<file path="config.mk">
export PLATFORM = sky130hd
export DESIGN_NAME = mod_exp_ctrl_flat
export DESIGN_NICKNAME = d
export VERILOG_FILES = /design/src/rtl/mod_exp_ctrl_if.sv /design/src/rtl/mod_exp_ctrl.sv /design/src/flat_wrapper.sv
export SDC_FILE = /design/constraint.sdc
export NUM_CORES = 1
export LEC_CHECK = 0
export CORE_UTILIZATION = 46
export CTS_BUF_LIST = sky130_fd_sc_hd__clkbuf_4 sky130_fd_sc_hd__clkbuf_8 sky130_fd_sc_hd__clkbuf_16
export DETAILED_ROUTE_END_ITERATION = 6
export GPL_TIMING_DRIVEN = 0
export PLACE_DENSITY = 0.79
export RECOVER_POWER = 50
export SYNTH_ARGS = -nofsm -noshare
export SYNTH_HDL_FRONTEND = slang
export SYNTH_SLANG_ARGS = --single-unit
</file>
<file path="constraint.sdc">
create_clock -name clk -period 2.7 [get_ports clk]
set_input_delay 0.54 -clock clk [delete_from_list [all_inputs] [get_ports clk]]
set_output_delay 0.54 -clock clk [all_outputs]
set_load 0.01 [all_outputs]
</file>
<file path="src/rtl/mod_exp_ctrl_if.sv">
// Job handshake between the exponentiation sequencer and mon_prod.
// master: sequencer side (drives jobs), slave: mon_prod side (reports completion).
interface mod_exp_ctrl_if #(
  parameter int LOG_BITLEN = 9
);
  logic                  mp_start;
  logic [1:0]            mp_op_code;
  logic [LOG_BITLEN:0]   mp_count;
  logic                  mp_stop;

  modport master (
    output mp_start,
    output mp_op_code,
    output mp_count,
    input  mp_stop
  );

  modport slave (
    input  mp_start,
    input  mp_op_code,
    input  mp_count,
    output mp_stop
  );
endinterface

</file>
<file path="src/rtl/mod_exp_ctrl.sv">
// Left-to-right square-and-multiply sequencer for x^E mod m on top of mon_prod.
// Issues one Montgomery job at a time (OPXX square, OPXM multiply, OPX1 final
// conversion) and waits for a fresh 0->1 completion on mp_stop before moving on.
// Optional build macro: SKIP_LZ_EN -- skip leading zero exponent bits in a SCAN
// state instead of spending a square on each of them.
//
// state   | meaning
// --------+-----------------------------------------------------------
// IDLE    | waiting for start; captures E and the clamped exp_len
// SCAN    | (SKIP_LZ_EN only) walk idx down past leading zero bits
// SQR_GO  | strobe an OPXX job
// SQR_WT  | wait for the square to complete, then pick the next job
// MUL_GO  | strobe an OPXM job
// MUL_WT  | wait for the multiply to complete
// FIN_GO  | strobe the OPX1 job that leaves the result at addr 0
// FIN_WT  | wait for the final job
// DONE    | one-cycle done pulse, back to IDLE
module mod_exp_ctrl #(
  parameter int BITLEN     = 512,
  parameter int LOG_BITLEN = 9,
  parameter int MP_COUNT   = 512
) (
  input  logic                  clk,
  input  logic                  rst_n,
  input  logic                  start,
  input  logic [BITLEN-1:0]     E,
  input  logic [LOG_BITLEN:0]   exp_len,
  output logic                  busy,
  output logic                  done,
  output logic [LOG_BITLEN+2:0] op_cnt,
  mod_exp_ctrl_if.master        mp
);

  localparam logic [1:0] OP_XX = 2'd0;
  localparam logic [1:0] OP_XM = 2'd1;
  localparam logic [1:0] OP_X1 = 2'd2;

  localparam logic [LOG_BITLEN:0]   BITLEN_L = BITLEN[LOG_BITLEN:0];
  localparam logic [LOG_BITLEN:0]   ONE_L    = {{LOG_BITLEN{1'b0}}, 1'b1};
  localparam logic [LOG_BITLEN-1:0] ONE_I    = {{(LOG_BITLEN-1){1'b0}}, 1'b1};
  localparam logic [LOG_BITLEN+2:0] ONE_C    = {{(LOG_BITLEN+2){1'b0}}, 1'b1};
  localparam logic [LOG_BITLEN:0]   MP_CNT_L = MP_COUNT[LOG_BITLEN:0];

  typedef enum logic [3:0] {
    S_IDLE,
`ifdef SKIP_LZ_EN
    S_SCAN,
`endif
    S_SQR_GO,
    S_SQR_WT,
    S_MUL_GO,
    S_MUL_WT,
    S_FIN_GO,
    S_FIN_WT,
    S_DONE
  } state_t;

  state_t                state;
  logic [BITLEN-1:0]     e_reg;
  logic [LOG_BITLEN-1:0] idx;
  logic                  armed;
  logic [LOG_BITLEN:0]   len_c;
  logic [LOG_BITLEN:0]   len_m1;

  // Exponent lengths beyond the register width are clamped.
  always_comb begin
    len_c  = (exp_len > BITLEN_L) ? BITLEN_L : exp_len;
    len_m1 = len_c - ONE_L;
  end

  assign mp.mp_count = MP_CNT_L;

  // Sequencer FSM with registered job strobe, op code, status and job counter.
  always_ff @(posedge clk) begin
    if (!rst_n) begin
      state         <= S_IDLE;
      e_reg         <= '0;
      idx           <= '0;
      armed         <= 1'b0;
      busy          <= 1'b0;
      done          <= 1'b0;
      op_cnt        <= '0;
      mp.mp_start   <= 1'b0;
      mp.mp_op_code <= OP_XX;
    end else begin
      mp.mp_start <= 1'b0;
      done        <= 1'b0;
      case (state)
        S_IDLE: begin
          if (start) begin
            e_reg  <= E;
            idx    <= len_m1[LOG_BITLEN-1:0];
            op_cnt <= '0;
            busy   <= 1'b1;
            if (len_c == '0) begin
              state <= S_FIN_GO;
            end else begin
`ifdef SKIP_LZ_EN
              state <= S_SCAN;
`else
              state <= S_SQR_GO;
`endif
            end
          end
        end
`ifdef SKIP_LZ_EN
        S_SCAN: begin
          if (e_reg[idx]) begin
            state <= S_SQR_GO;
          end else if (idx == '0) begin
            state <= S_FIN_GO;
          end else begin
            idx <= idx - ONE_I;
          end
        end
`endif
        S_SQR_GO: begin
          mp.mp_start   <= 1'b1;
          mp.mp_op_code <= OP_XX;
          op_cnt        <= op_cnt + ONE_C;
          armed         <= 1'b0;
          state         <= S_SQR_WT;
        end
        S_SQR_WT: begin
          // A stop level still high from the previous job must not count.
          if (!mp.mp_stop) begin
            armed <= 1'b1;
          end else if (armed) begin
            if (e_reg[idx]) begin
              state <= S_MUL_GO;
            end else if (idx == '0) begin
              state <= S_FIN_GO;
            end else begin
              idx   <= idx - ONE_I;
              state <= S_SQR_GO;
            end
          end
        end
        S_MUL_GO: begin
          mp.mp_start   <= 1'b1;
          mp.mp_op_code <= OP_XM;
          op_cnt        <= op_cnt + ONE_C;
          armed         <= 1'b0;
          state         <= S_MUL_WT;
        end
        S_MUL_WT: begin
          if (!mp.mp_stop) begin
            armed <= 1'b1;
          end else if (armed) begin
            if (idx == '0) begin
              state <= S_FIN_GO;
            end else begin
              idx   <= idx - ONE_I;
              state <= S_SQR_GO;
            end
          end
        end
        S_FIN_GO: begin
          mp.mp_start   <= 1'b1;
          mp.mp_op_code <= OP_X1;
          op_cnt        <= op_cnt + ONE_C;
          armed         <= 1'b0;
          state         <= S_FIN_WT;
        end
        S_FIN_WT: begin
          if (!mp.mp_stop) begin
            armed <= 1'b1;
          end else if (armed) begin
            done  <= 1'b1;
            busy  <= 1'b0;
            state <= S_DONE;
          end
        end
        S_DONE: begin
          state <= S_IDLE;
        end
        default: begin
          state <= S_IDLE;
        end
      endcase
    end
  end

endmodule

</file>
<file path="src/flat_wrapper.sv">
// flat-port wrapper written by rule: the top's interface ports become plain ports
module mod_exp_ctrl_flat 
#(
  parameter int BITLEN     = 512,
  parameter int LOG_BITLEN = 9,
  parameter int MP_COUNT   = 512
)
  (clk, rst_n, start, E, exp_len, busy, done, op_cnt, mp_mp_start, mp_mp_op_code, mp_mp_count, mp_mp_stop);
  mod_exp_ctrl_if #(.LOG_BITLEN(LOG_BITLEN)) mp_i ();
  input  logic clk;
  input  logic rst_n;
  input  logic start;
  input  logic [BITLEN-1:0] E;
  input  logic [LOG_BITLEN:0] exp_len;
  output logic busy;
  output logic done;
  output logic [LOG_BITLEN+2:0] op_cnt;
  output wire logic [$bits(mp_i.mp_start)-1:0] mp_mp_start;
  output wire logic [$bits(mp_i.mp_op_code)-1:0] mp_mp_op_code;
  output wire logic [$bits(mp_i.mp_count)-1:0] mp_mp_count;
  input wire logic [$bits(mp_i.mp_stop)-1:0] mp_mp_stop;
  assign mp_mp_start = mp_i.mp_start;
  assign mp_mp_op_code = mp_i.mp_op_code;
  assign mp_mp_count = mp_i.mp_count;
  assign mp_i.mp_stop = mp_mp_stop;
  mod_exp_ctrl #(.BITLEN(BITLEN), .LOG_BITLEN(LOG_BITLEN), .MP_COUNT(MP_COUNT)) u_core (.clk(clk), .rst_n(rst_n), .start(start), .E(E), .exp_len(exp_len), .busy(busy), .done(done), .op_cnt(op_cnt), .mp(mp_i));
endmodule
</file>
---- Word-level counts from Yosys, hierarchy flattened ----
Cells that the tools add are included.
operators by class
  magnitude comparators ................... 2
  reduce and logical (&&, ||, !) cells .... 17
  eq/ne operators ......................... 15
  $add $sub $neg .......................... 3
  multiplexer cells ....................... 33
operator list
  cell                                                   count
  two-way mux 9 bit                                      7
  two-way mux 4 bit                                      8
  one-hot mux 4 bit (7 select lines)                     1
  one-hot mux 9 bit (3 select lines)                     1
  one-hot mux 12 bit (2 select lines)                    1
  subtractor 9 x 1 -> 9 bit, second input constant       2
  AND reduction 7 bit                                    2
  adder 12 x 1 -> 12 bit, second input constant          1
  == test 4 x 3 -> 1 bit, second input constant          3
  two-way mux 12 bit                                     1
  inequality test 2 bit, second input constant           6
  greater-than comparator 10 bit, second input constant  1
  zero test 10 bit                                       1
  < comparator 9 x 10 -> 1 bit, second input constant    1
  two-way mux 10 bit                                     1
  binary-select mux 1 bit (select 9 bit)                 1
  zero test 9 bit                                        1
  == test 4 x 2 -> 1 bit, second input constant          2
  two-way mux 1 bit                                      7
  two-way mux 3 bit                                      2
  inequality test 2 x 1 -> 1 bit, second input constant  3
  one-hot mux 2 bit (3 select lines)                     1
  AND reduction 2 bit                                    3
  nonzero test 2 bit                                     3
  other kinds (7)                                        10
storage, ports and cells
  input port bits ......................... 526
  flip-flop bits (word level) ............. 543
  word-level logic and storage cells ...... 79
  output and inout bits ................... 27

---- Longest topological paths before layout ----
Gate-level depths: netlist (run 1).
  word-level depth ........................ 6
  mapped depth ............................ 13
  depth with buffers taken out ............ 10

---- Worst setup path before layout (run 1) ----
No wires, ideal clock.
  path kind ............................... register to register
  from .................................... register u_core.idx[0]
  to ...................................... register u_core.idx[5]
  arrival ................................. 2663 ps
  stages on the path, launching flop included .. 12
  setup time .............................. 117 ps
  buffers on the path ..................... 3
  slack ................................... -80 ps
  clock period less this slack ............ 2780 ps
  cell sequence ........................... dfxtp_1 -> buf_6 -> buf_12 -> buf_6 -> mux4_2 -> a22oi_1 -> nand4_1 -> a211oi_2 -> a32oi_2 -> a211oi_4 -> o221ai_1 -> a32o_1
between the ends
  word-level cells in the longest chain between the ends .. 6
  elaborated cells on any way between the ends .. 13
  those cells by class .................... add/sub: 1; eq/ne: 1; mux: 9; reduce/logical: 2
ends and longest elaborated chain
  item                                                                                            line                 RTL
  start, declared                                                                                 mod_exp_ctrl.sv:60   logic [LOG_BITLEN-1:0] idx;
  start signal, assigned                                                                          mod_exp_ctrl.sv:92   idx <= len_m1[LOG_BITLEN-1:0];
  start signal, assigned                                                                          mod_exp_ctrl.sv:134  idx <= idx - ONE_I;
  start signal, assigned                                                                          mod_exp_ctrl.sv:153  idx <= idx - ONE_I;
  parallel branches: the longest is 6 deep, another holds binary-select mux 1 bit (select 9 bit)  --
Several ways; the timed one is not identified. The select of a mux whose other input is x is not followed.
A chain may end at the register's enable or synchronous reset.

---- Worst setup path after layout (run 1) ----
Same ends and word-level chain as after synthesis.

==> results of run 1 <==
cell usage in the layout (no fill, tap or decap), drive strengths merged, types with 5 or more instances in the layout:
| master | synthesis | routed |
|---|---|---|
| a211oi | 9 | 9 |
| a21oi | 530 | 530 |
| a22oi | 14 | 14 |
| a31oi | 7 | 7 |
| and2 | 5 | 5 |
| and3 | 7 | 7 |
| buf | 57 | 82 |
| clkbuf | 184 | 255 |
| clkdlybuf4s50 | 0 | 524 |
| clkinv | 2 | 15 |
| conb | 2 | 10 |
| dfxtp | 542 | 542 |
| diode | 0 | 8 |
| dlygate4sd3 | 0 | 18 |
| inv | 5 | 9 |
| mux2i | 49 | 49 |
| mux4 | 117 | 117 |
| nand2 | 1065 | 1065 |
| nand2b | 12 | 12 |
| nand3 | 26 | 26 |
| nand4 | 7 | 7 |
| nor2 | 43 | 43 |
| nor2b | 12 | 12 |
| nor3 | 18 | 18 |
| nor3b | 5 | 5 |
| o211ai | 7 | 7 |
| o21ai | 14 | 14 |
| o22ai | 16 | 16 |
| xnor2 | 5 | 5 |
| xor2 | 7 | 7 |
critical path, stage by stage (launching register included):
cell and delay [ns]:
dfxtp_4 0.38, buf_12 0.16, buf_16 0.17, mux4_2 0.54, mux2i_2 0.23, nor3_2 0.07
a211o_1 0.31, nand4_1 0.21, a32oi_4 0.20, a211oi_4 0.21, buf_6 0.17, o221ai_2 0.11
a32o_2 0.26
power by group:
group	switching [uW]	leakage, uW	internal (uW)	total (uW)
clock network	3380	0.000921	4480	7860
logic	5050	0.00656	3590	8640
registers	547	0.00444	9040	9590
worst paths after layout:
path,start,cells past startpoint,end
min reg2reg,u_core.e_reg[103],2,u_core.e_reg[103]
max,u_core.idx[0],12,u_core.idx[5]
min,u_core.e_reg[103],2,u_core.e_reg[103]
max reg2reg,u_core.idx[0],12,u_core.idx[5]
layout make-up:
| type | instances | area [um2] | area share, % |
|---|---|---|---|
| Antenna cell | 8 | 20.0 | 0.0608 |
| Buffer | 240 | 1550 | 4.72 |
| Tap cell | 672 | 841 | 2.56 |
| Sequential cell | 542 | 10900 | 33.0 |
| Clock inverter | 24 | 235 | 0.715 |
| Multi-Input combinational cell | 2043 | 12000 | 36.5 |
| Timing Repair Buffer | 565 | 5760 | 17.5 |
| Clock buffer | 75 | 1610 | 4.90 |
| Inverter | 7 | 27.5 | 0.0837 |
layer usage:
metal	GRT usage (%)	routed length [um]	share of wire, %	vias to the layer above
met2	59.1	45400	49	1141
met3	5.85	7750	8.3	221
met1	42.4	36300	39	11200
li1	-	-	-	10900
met5	0	69	0.074	-
met4	15.1	3760	4.0	10
metrics by stage:
stage | util [%] | setup WS (ns) | area, um2 | total power [uW] | hold slack [ns]
floorplan | - | 0.0222 | 23800 | 14200 | 0.432
global placement | 59.5 | -1.56 | 30000 | 17200 | 0.438
detailed placement | 59.5 | -1.54 | 30000 | 17400 | 0.443
CTS | 64.7 | -0.397 | 32600 | 25700 | 0.440
global route | 65.2 | -0.484 | 32900 | 27000 | 0.463
finish | 65.2 | -0.442 | 32900 | 26100 | 0.452
kinds of logic (layout without fill, tap and decap cells):
family | count (synthesis) | in the layout | share of synthesized area (%)
XOR/XNOR | 12 | 12 | 0.443
flip-flops | 542 | 542 | 45.8
AND/OR/NAND/NOR | 1219 | 1219 | 20.4
other | 2 | 18 | 0.0317
AO/OA/AOI/OAI | 630 | 630 | 14.5
buffers and inverters | 248 | 911 | 5.09
multiplexers | 170 | 170 | 13.7
adder cells (fa/ha/maj) | 2 | 2 | 0.106
what timing repair did:
action	in CTS	in global routing
pin swaps	29	11
resized for setup	153	110
setup endpoints to repair	484	347
buffers inserted	17	3
cloned	3	0
hold buffers	0	0
==> flow_metrics.tcl, run 1 <==
set metrics [dict create \
    status "complete, but fails checks" \
    violations "negative setup slack" \
    die_area_mm2 0.0524 \
    wire_per_inst_um 22.3 \
    arrival_ns 3.66 \
    first_pass_iters 7 \
    final.setup.tns_ns -19.44 \
    synthArstFlopShare_pct 0 \
    antenna_found_initial 13 \
    drv_slew 0 \
    yosys.area.top_type "dfxtp_1" \
    ant_nets 0 \
    synth-edff-count 0 \
    postSynthCellCount 2825 \
    max-slew-margin-rel_pct 45.4 \
    h-tree-depth 2 \
    worstHoldPathType "register to register" \
    syn_area_mm2 0.0237 \
    largest_register_ffs 512 \
    rsz0062_at_grt "yes" \
    wirelength_um 93300 \
    cts_buffer_depth 3 \
    pwr_density_cell_mw_per_mm2 793 \
    clk_transition_reported_paths_ns 0.06 \
    portBuffers 542 \
    setup_viol 92 \
    drc 0 \
    grt_max_degree 16 \
    num_vias 23500 \
    placeableCoreArea_mm2 0.0505 \
    ys_seq_area_share_pct 45.8 \
    cp-end-kind "register" \
    synth_most_common_cell "nand2_1" \
    p_leak_uw 0.0119 \
    critical_path_class "register to register" \
    min_period_ns 3.14 \
    yosysTopAreaCellShare_pct 45.8 \
    grt_pass1_wl_um 135000 \
    cts_sinks 542 \
    syn2layout_area_growth_pct 38.8 \
    drt_iter0_drc 2112 \
    drv_cap 0 \
    dp_hpwl_um 68900 \
    synth_cell_type_count 70 \
    numCtsBuffers 56 \
    overflow 0 \
    grt_pass1_vias 22600 \
    worst_clock_skew_ns 0.0281 \
    synthTopCellsByArea "dfxtp_1, nand2_1, a21oi_1" \
    vdd_ir_drop_max_v 0.000585 \
    dpl.cell_count 4047 \
    fill_cells 4265 \
    worstSkewPairLatency_ns 0.63 \
    ys.flop_type "dfxtp_1" \
    rows 82 \
    cp-start-kind "register" \
    synth.avg_cell_area_um2 8.39 \
    io-pin-count 553 \
    fin_nets 3983 \
    viasPerCell 5.62 \
    tightest_slew_ns 0.820 \
    die_width_um 229 \
    gp_congestion 0.926 \
    die_y_um 229 \
    rrSetupSlack_ns -0.44 \
    min_period_over_period_pct 116 \
    final_cells 4176 \
    initial_utilization_pct 47.0 \
    drive_gt1_share_pct 11.7 \
    track_usage_pct 34.4 \
    cp_max_fo 6 \
    yosys_warnings 0 \
    fin_ws_ns -0.442 \
    crit_required_ns 3.22 \
    cts_tree "built" \
    synth_common_cells "nand2_1, dfxtp_1, a21oi_1" \
    fmax_ghz 0.318 \
    cts_root_buf "clkbuf_16" \
    hold_violations 0 \
    ys_seq_elements 542 \
]
(Power assumes the default switching activity.)
==> inputs of run 2 (changes only) <==
Settings changed: CTS_CLUSTER_SIZE set to 10, TNS_END_PERCENT set to 50.
==> run 2 against run 1 <==
Effect of this change:
- the flow still finishes with violations (negative setup slack)
- non-clock buffer count is 6 higher
- first-iteration DRC count is 0.57% lower
- via count is 1.1% lower
- critical path depth is 1 lower
- setup slack worse by 0.039 ns
- largest power group unchanged
==> flow_metrics.tcl, run 2 (same netlist as run 1, synthesis figures left out) <==
set metrics [dict create \
    status "complete, but fails checks" \
    violations "negative setup slack" \
    min_period_ns 3.18 \
    worstSkewPairLatency_ns 0.63 \
    final_common_cell "nand2_1" \
    place_area_mm2 0.0300 \
    dpl.cell_count 4047 \
    wirelength_um 92400 \
    holdWs_ns 0.442 \
    die_area_mm2 0.0524 \
    fin_ws_ns -0.481 \
    critical_path_class "register to register" \
    r2r-start "u_core.idx[3]" \
    final_cells 4156 \
    cts_tree "built" \
    drc 0 \
    cts_root_buf "clkbuf_16" \
    largest_register_ffs 512 \
    max-slew-margin-rel_pct 46.6 \
    drt_iter0_drc 2100 \
    tightest_slew_ns 0.802 \
    gp_congestion 0.926 \
    p_leak_uw 0.0118 \
    rsz0062_at_grt "yes" \
    slowest_stage "buf_2" \
    design_area_mm2 0.0326 \
    worst_clock_skew_ns 0.0222 \
    seq_area_mm2 0.0109 \
    min_period_over_period_pct 118 \
    track_usage_pct 34.2 \
    hold_buffers 0 \
    grt_max_degree 17 \
    startpoint "u_core.idx[3]" \
    setup_viol 227 \
    placeableCoreArea_mm2 0.0505 \
    clk_transition_reported_paths_ns 0.06 \
    cts_sinks 542 \
    arrival_ns 3.74 \
    grt_pass1_vias 22600 \
    worstHoldPathType "input pin to register" \
    io-pin-count 553 \
    drv_slew 0 \
    hold_violations 0 \
    cts_buffer_depth 3 \
    hp-start "E[57]" \
    cpPeakStageDelay_ns 0.52 \
    die_y_um 229 \
    cp-start-kind "register" \
    fin_nets 3994 \
    syn2layout_area_growth_pct 37.4 \
    h-tree-depth 2 \
    num_vias 23200 \
    fmax_ghz 0.314 \
    crit_required_ns 3.26 \
    final.setup.tns_ns -14.60 \
    rows 82 \
    portBuffers 542 \
    drv_cap 0 \
    final_cell_mix "nand2_1, dfxtp_1, a21oi_1" \
    pwr_density_cell_mw_per_mm2 780 \
    first_pass_iters 6 \
    cp-end-kind "register" \
    numCtsBuffers 61 \
    viasPerCell 5.58 \
    overflow 0 \
    ant_nets 0 \
    cp_max_fo 10 \
    multiInputGateArea_mm2 0.0119 \
    drive_gt1_share_pct 10.1 \
    antenna_found_initial 16 \
    initial_utilization_pct 47.0 \
    dp_hpwl_um 68900 \
    path_cells "buf_2 -> nor2b_1 -> a22oi_1 -> nand3_1 -> nand3b_1 -> a31o_2 -> a32oi_4 -> a211oi_4 -> buf_4 -> o32ai_1 -> o2bb2ai_1" \
    die_width_um 229 \
    grt_pass1_wl_um 135000 \
    wire_per_inst_um 22.2 \
    fill_cells 4289 \
    vdd_ir_drop_max_v 0.000538 \
]
run 2: changes by cell type in the layout (fill, tap and decap cells not counted), moves of 5 or more:
cell,before,now
clkbuf_1,139,149
buf_4,29,44
clkbuf_2,35,26
clkbuf_16,58,63
clkbuf_8,11,4
clkinv_2,12,3
run 2: report_power, final:
part	switching (uW)	internal (uW)	total (uW)
logic	4960	3510	8470
clock network	3210	4130	7340
registers	541	9040	9580
run 2: cell type report:
| type | count | area share, % |
|---|---|---|
| repair buffers | 572 | 17.6 |
| plain buffers | 239 | 4.73 |
| well taps | 672 | 2.58 |
| inverters | 7 | 0.0845 |
| diodes | 8 | 0.0615 |
| multi-input cells | 2043 | 36.5 |
| flip-flops and latches | 542 | 33.3 |
| clock inverters | 5 | 0.165 |
| clock buffers | 68 | 4.92 |
run 2: metrics by stage:
| stage | util, % | setup slack, ns | total power (uW) |
|---|---|---|---|
| after CTS | 64.1 | -0.386 | 25100 |
| after global placement | 59.5 | -1.56 | 17200 |
| final | 64.5 | -0.481 | 25400 |
| after floorplan | - | 0.0222 | 14200 |
| after global routing | 64.5 | -0.510 | 26300 |
| after detailed placement | 59.5 | -1.54 | 17400 |
run 2: critical path: cells and delay by family (launching register included):
kind	cells	cell delay [ns]
AOI/OAI and AO/OA	6	1.30
buffers and inverters	2	0.69
DFF	1	0.45
and+or+nand+nor	3	0.65
run 2: worst paths after layout:
check | endpoint | slack [ns] | cells after the start
hold / removal | u_core.e_reg[57] | 0.44 | 3
hold reg to reg | u_core.e_reg[103] | 0.45 | 2
setup reg to reg | u_core.idx[8] | -0.48 | 11
setup / recovery | u_core.idx[8] | -0.48 | 11
run 2: metal layers:
| layer | vias up | GRT usage, % | routed length (um) |
|---|---|---|---|
| li1 | 10900 | - | - |
| met1 | 11000 | 41.8 | 36100 |
| met2 | 1093 | 59.0 | 45100 |
| met3 | 198 | 6.49 | 7450 |
| met4 | 14 | 14.3 | 3630 |
| met5 | - | 0 | 98 |
run 2: repair_timing:
| item | CTS | global route |
|---|---|---|
| setup buffers | 14 | 15 |
| pin swaps | 22 | 12 |
| endpoints found under the setup margin | 484 | 257 |
| cloned | 1 | 0 |
| resized for setup | 136 | 62 |
==> inputs of run 3 (changes only) <==
Settings changed: PLACE_DENSITY 0.79 to 0.88.
==> run 3 against run 2 <==
Effect of this change:
- count of clock-buffer cells in the layout decreased by 1
- clock skew decreased by 0.010 ns
- the flow still finishes with violations (negative setup slack)
- setup slack got worse by 0.059 ns
==> flow_metrics.tcl, run 3 (same netlist as run 1, synthesis figures left out) <==
set metrics [dict create \
    cp-start-kind "register" \
    postLayoutCoreUtil_pct 64.6 \
    die_width_um 229 \
    placeableCoreArea_mm2 0.0505 \
    viasPerCell 5.71 \
    die_area_mm2 0.0524 \
    post-place-ws_ns -1.73 \
    num_vias 23800 \
    final_cell_mix "nand2_1, dfxtp_1, a21oi_1" \
    fill_cells 3955 \
    antenna_found_initial 19 \
    cts_tree "built" \
    arrival_ns 3.75 \
    fin_nets 3995 \
    top_layer_used "met5" \
    drive_gt1_share_pct 10.2 \
    largest_register_ffs 512 \
    place_area_mm2 0.0300 \
    crit_required_ns 3.22 \
    gp_congestion 0.942 \
    grt_pass1_vias 23200 \
    grt_max_degree 16 \
    holdPathStages 2 \
    h-tree-depth 2 \
    drv_cap 0 \
    violations "negative setup slack" \
    min_period_over_period_pct 120 \
    tightest_slew_ns 0.842 \
    first_pass_iters 6 \
    overflow 0 \
    cts_root_buf "clkbuf_16" \
    min_period_ns 3.24 \
    numCtsBuffers 61 \
    holdWs_ns 0.450 \
    design_area_mm2 0.0326 \
    clk_transition_reported_paths_ns 0.05 \
    fmax_ghz 0.309 \
    worstHoldPathType "register to register" \
    worstSkewPairLatency_ns 0.63 \
    rows 82 \
    total_power_uw 25600 \
    wirelength_um 94500 \
    drc 0 \
    wl_met1_um 34900 \
    routed-wl-met3_um 9360 \
    r2r_cells 13 \
    max-slew-margin-rel_pct 43.8 \
    portBuffers 542 \
    die_y_um 229 \
    cts_sinks 542 \
    rsz0062_at_grt "yes" \
    drv_slew 0 \
    drt_iter0_drc 2208 \
    grt_pass1_wl_um 136000 \
    ant_nets 0 \
    p_leak_uw 0.0118 \
    cts_buffer_depth 3 \
    cp_max_fo 6 \
    wire_per_inst_um 22.7 \
    io-pin-count 553 \
    setup_viol 106 \
    route.met2.wl_um 44800 \
    initial_utilization_pct 47.0 \
    worst_clock_skew_ns 0.0117 \
    final_common_cell "nand2_1" \
    critical_path_class "register to register" \
    vdd_ir_drop_max_v 0.000516 \
    fin_ws_ns -0.539 \
    track_usage_pct 34.8 \
    syn2layout_area_growth_pct 37.5 \
    hold_violations 0 \
    hold_buffers 0 \
    dp_hpwl_um 69700 \
    status "complete, but fails checks" \
    cp-end-kind "register" \
    pwr_density_cell_mw_per_mm2 784 \
]
[run 3: power by group]
group          switching (uW)  internal, uW
clock                    3140          4310
sequential                563          9050
combinational            5010          3500
total                    8710         16900
[run 3: per-layer routing]
layer | up-vias | GRT usage [%]
li1 | 10900 | -
met1 | 11200 | 41.3
met2 | 1399 | 58.7
met3 | 316 | 8.01
met4 | 16 | 18.1
met5 | - | 0
[run 3: metrics by stage]
| stage | TNS, ns | std cells |
|---|---|---|
| after floorplan | 0 | 2833 |
| after global placement | -335.98 | 4047 |
| after detailed placement | -352.15 | 4047 |
| after CTS | -4.48 | 4138 |
| after global routing | -35.99 | 4158 |
| final | -8.12 | 4160 |
[run 3: worst max-delay path, cell delays in order (launching register included)]
cell and delay (ns):
dfxtp_4 0.40, buf_12 0.15, buf_16 0.15, buf_16 0.14, mux4_2 0.50, a22oi_2 0.29
nand4_1 0.19, a211oi_2 0.36, a32oi_4 0.14, a211oi_4 0.27, buf_6 0.15, buf_4 0.12
o21ai_2 0.05, a32o_1 0.20
[run 3: path summary, 6_finish.rpt]
| path | startpoint | end | slack [ns] |
|---|---|---|---|
| worst min register to register | u_core.e_reg[282] | u_core.e_reg[282] | 0.45 |
| worst max-delay path | u_core.idx[0] | u_core.idx[7] | -0.54 |
| worst max register to register | u_core.idx[0] | u_core.idx[7] | -0.54 |
| worst min-delay path | u_core.e_reg[282] | u_core.e_reg[282] | 0.45 |
[run 3: repair_timing]
| item | in CTS | in global routing |
|---|---|---|
| setup buffers | 20 | 10 |
| pin swaps | 18 | 14 |
| endpoints found under the setup margin | 487 | 248 |
| resized for setup | 125 | 83 |
[run 3: cell type report]
class / instances / area (um2) / area share (%)
Clock buffer: 67 / 1610 / 4.93
Buffer: 240 / 1550 / 4.74
Multi-Input combinational cell: 2043 / 11900 / 36.5
Clock inverter: 5 / 78.8 / 0.242
Antenna cell: 12 / 30.0 / 0.0921
Tap cell: 672 / 841 / 2.58
Sequential cell: 542 / 10900 / 33.3
Inverter: 7 / 31.3 / 0.0959
Timing Repair Buffer: 572 / 5720 / 17.5
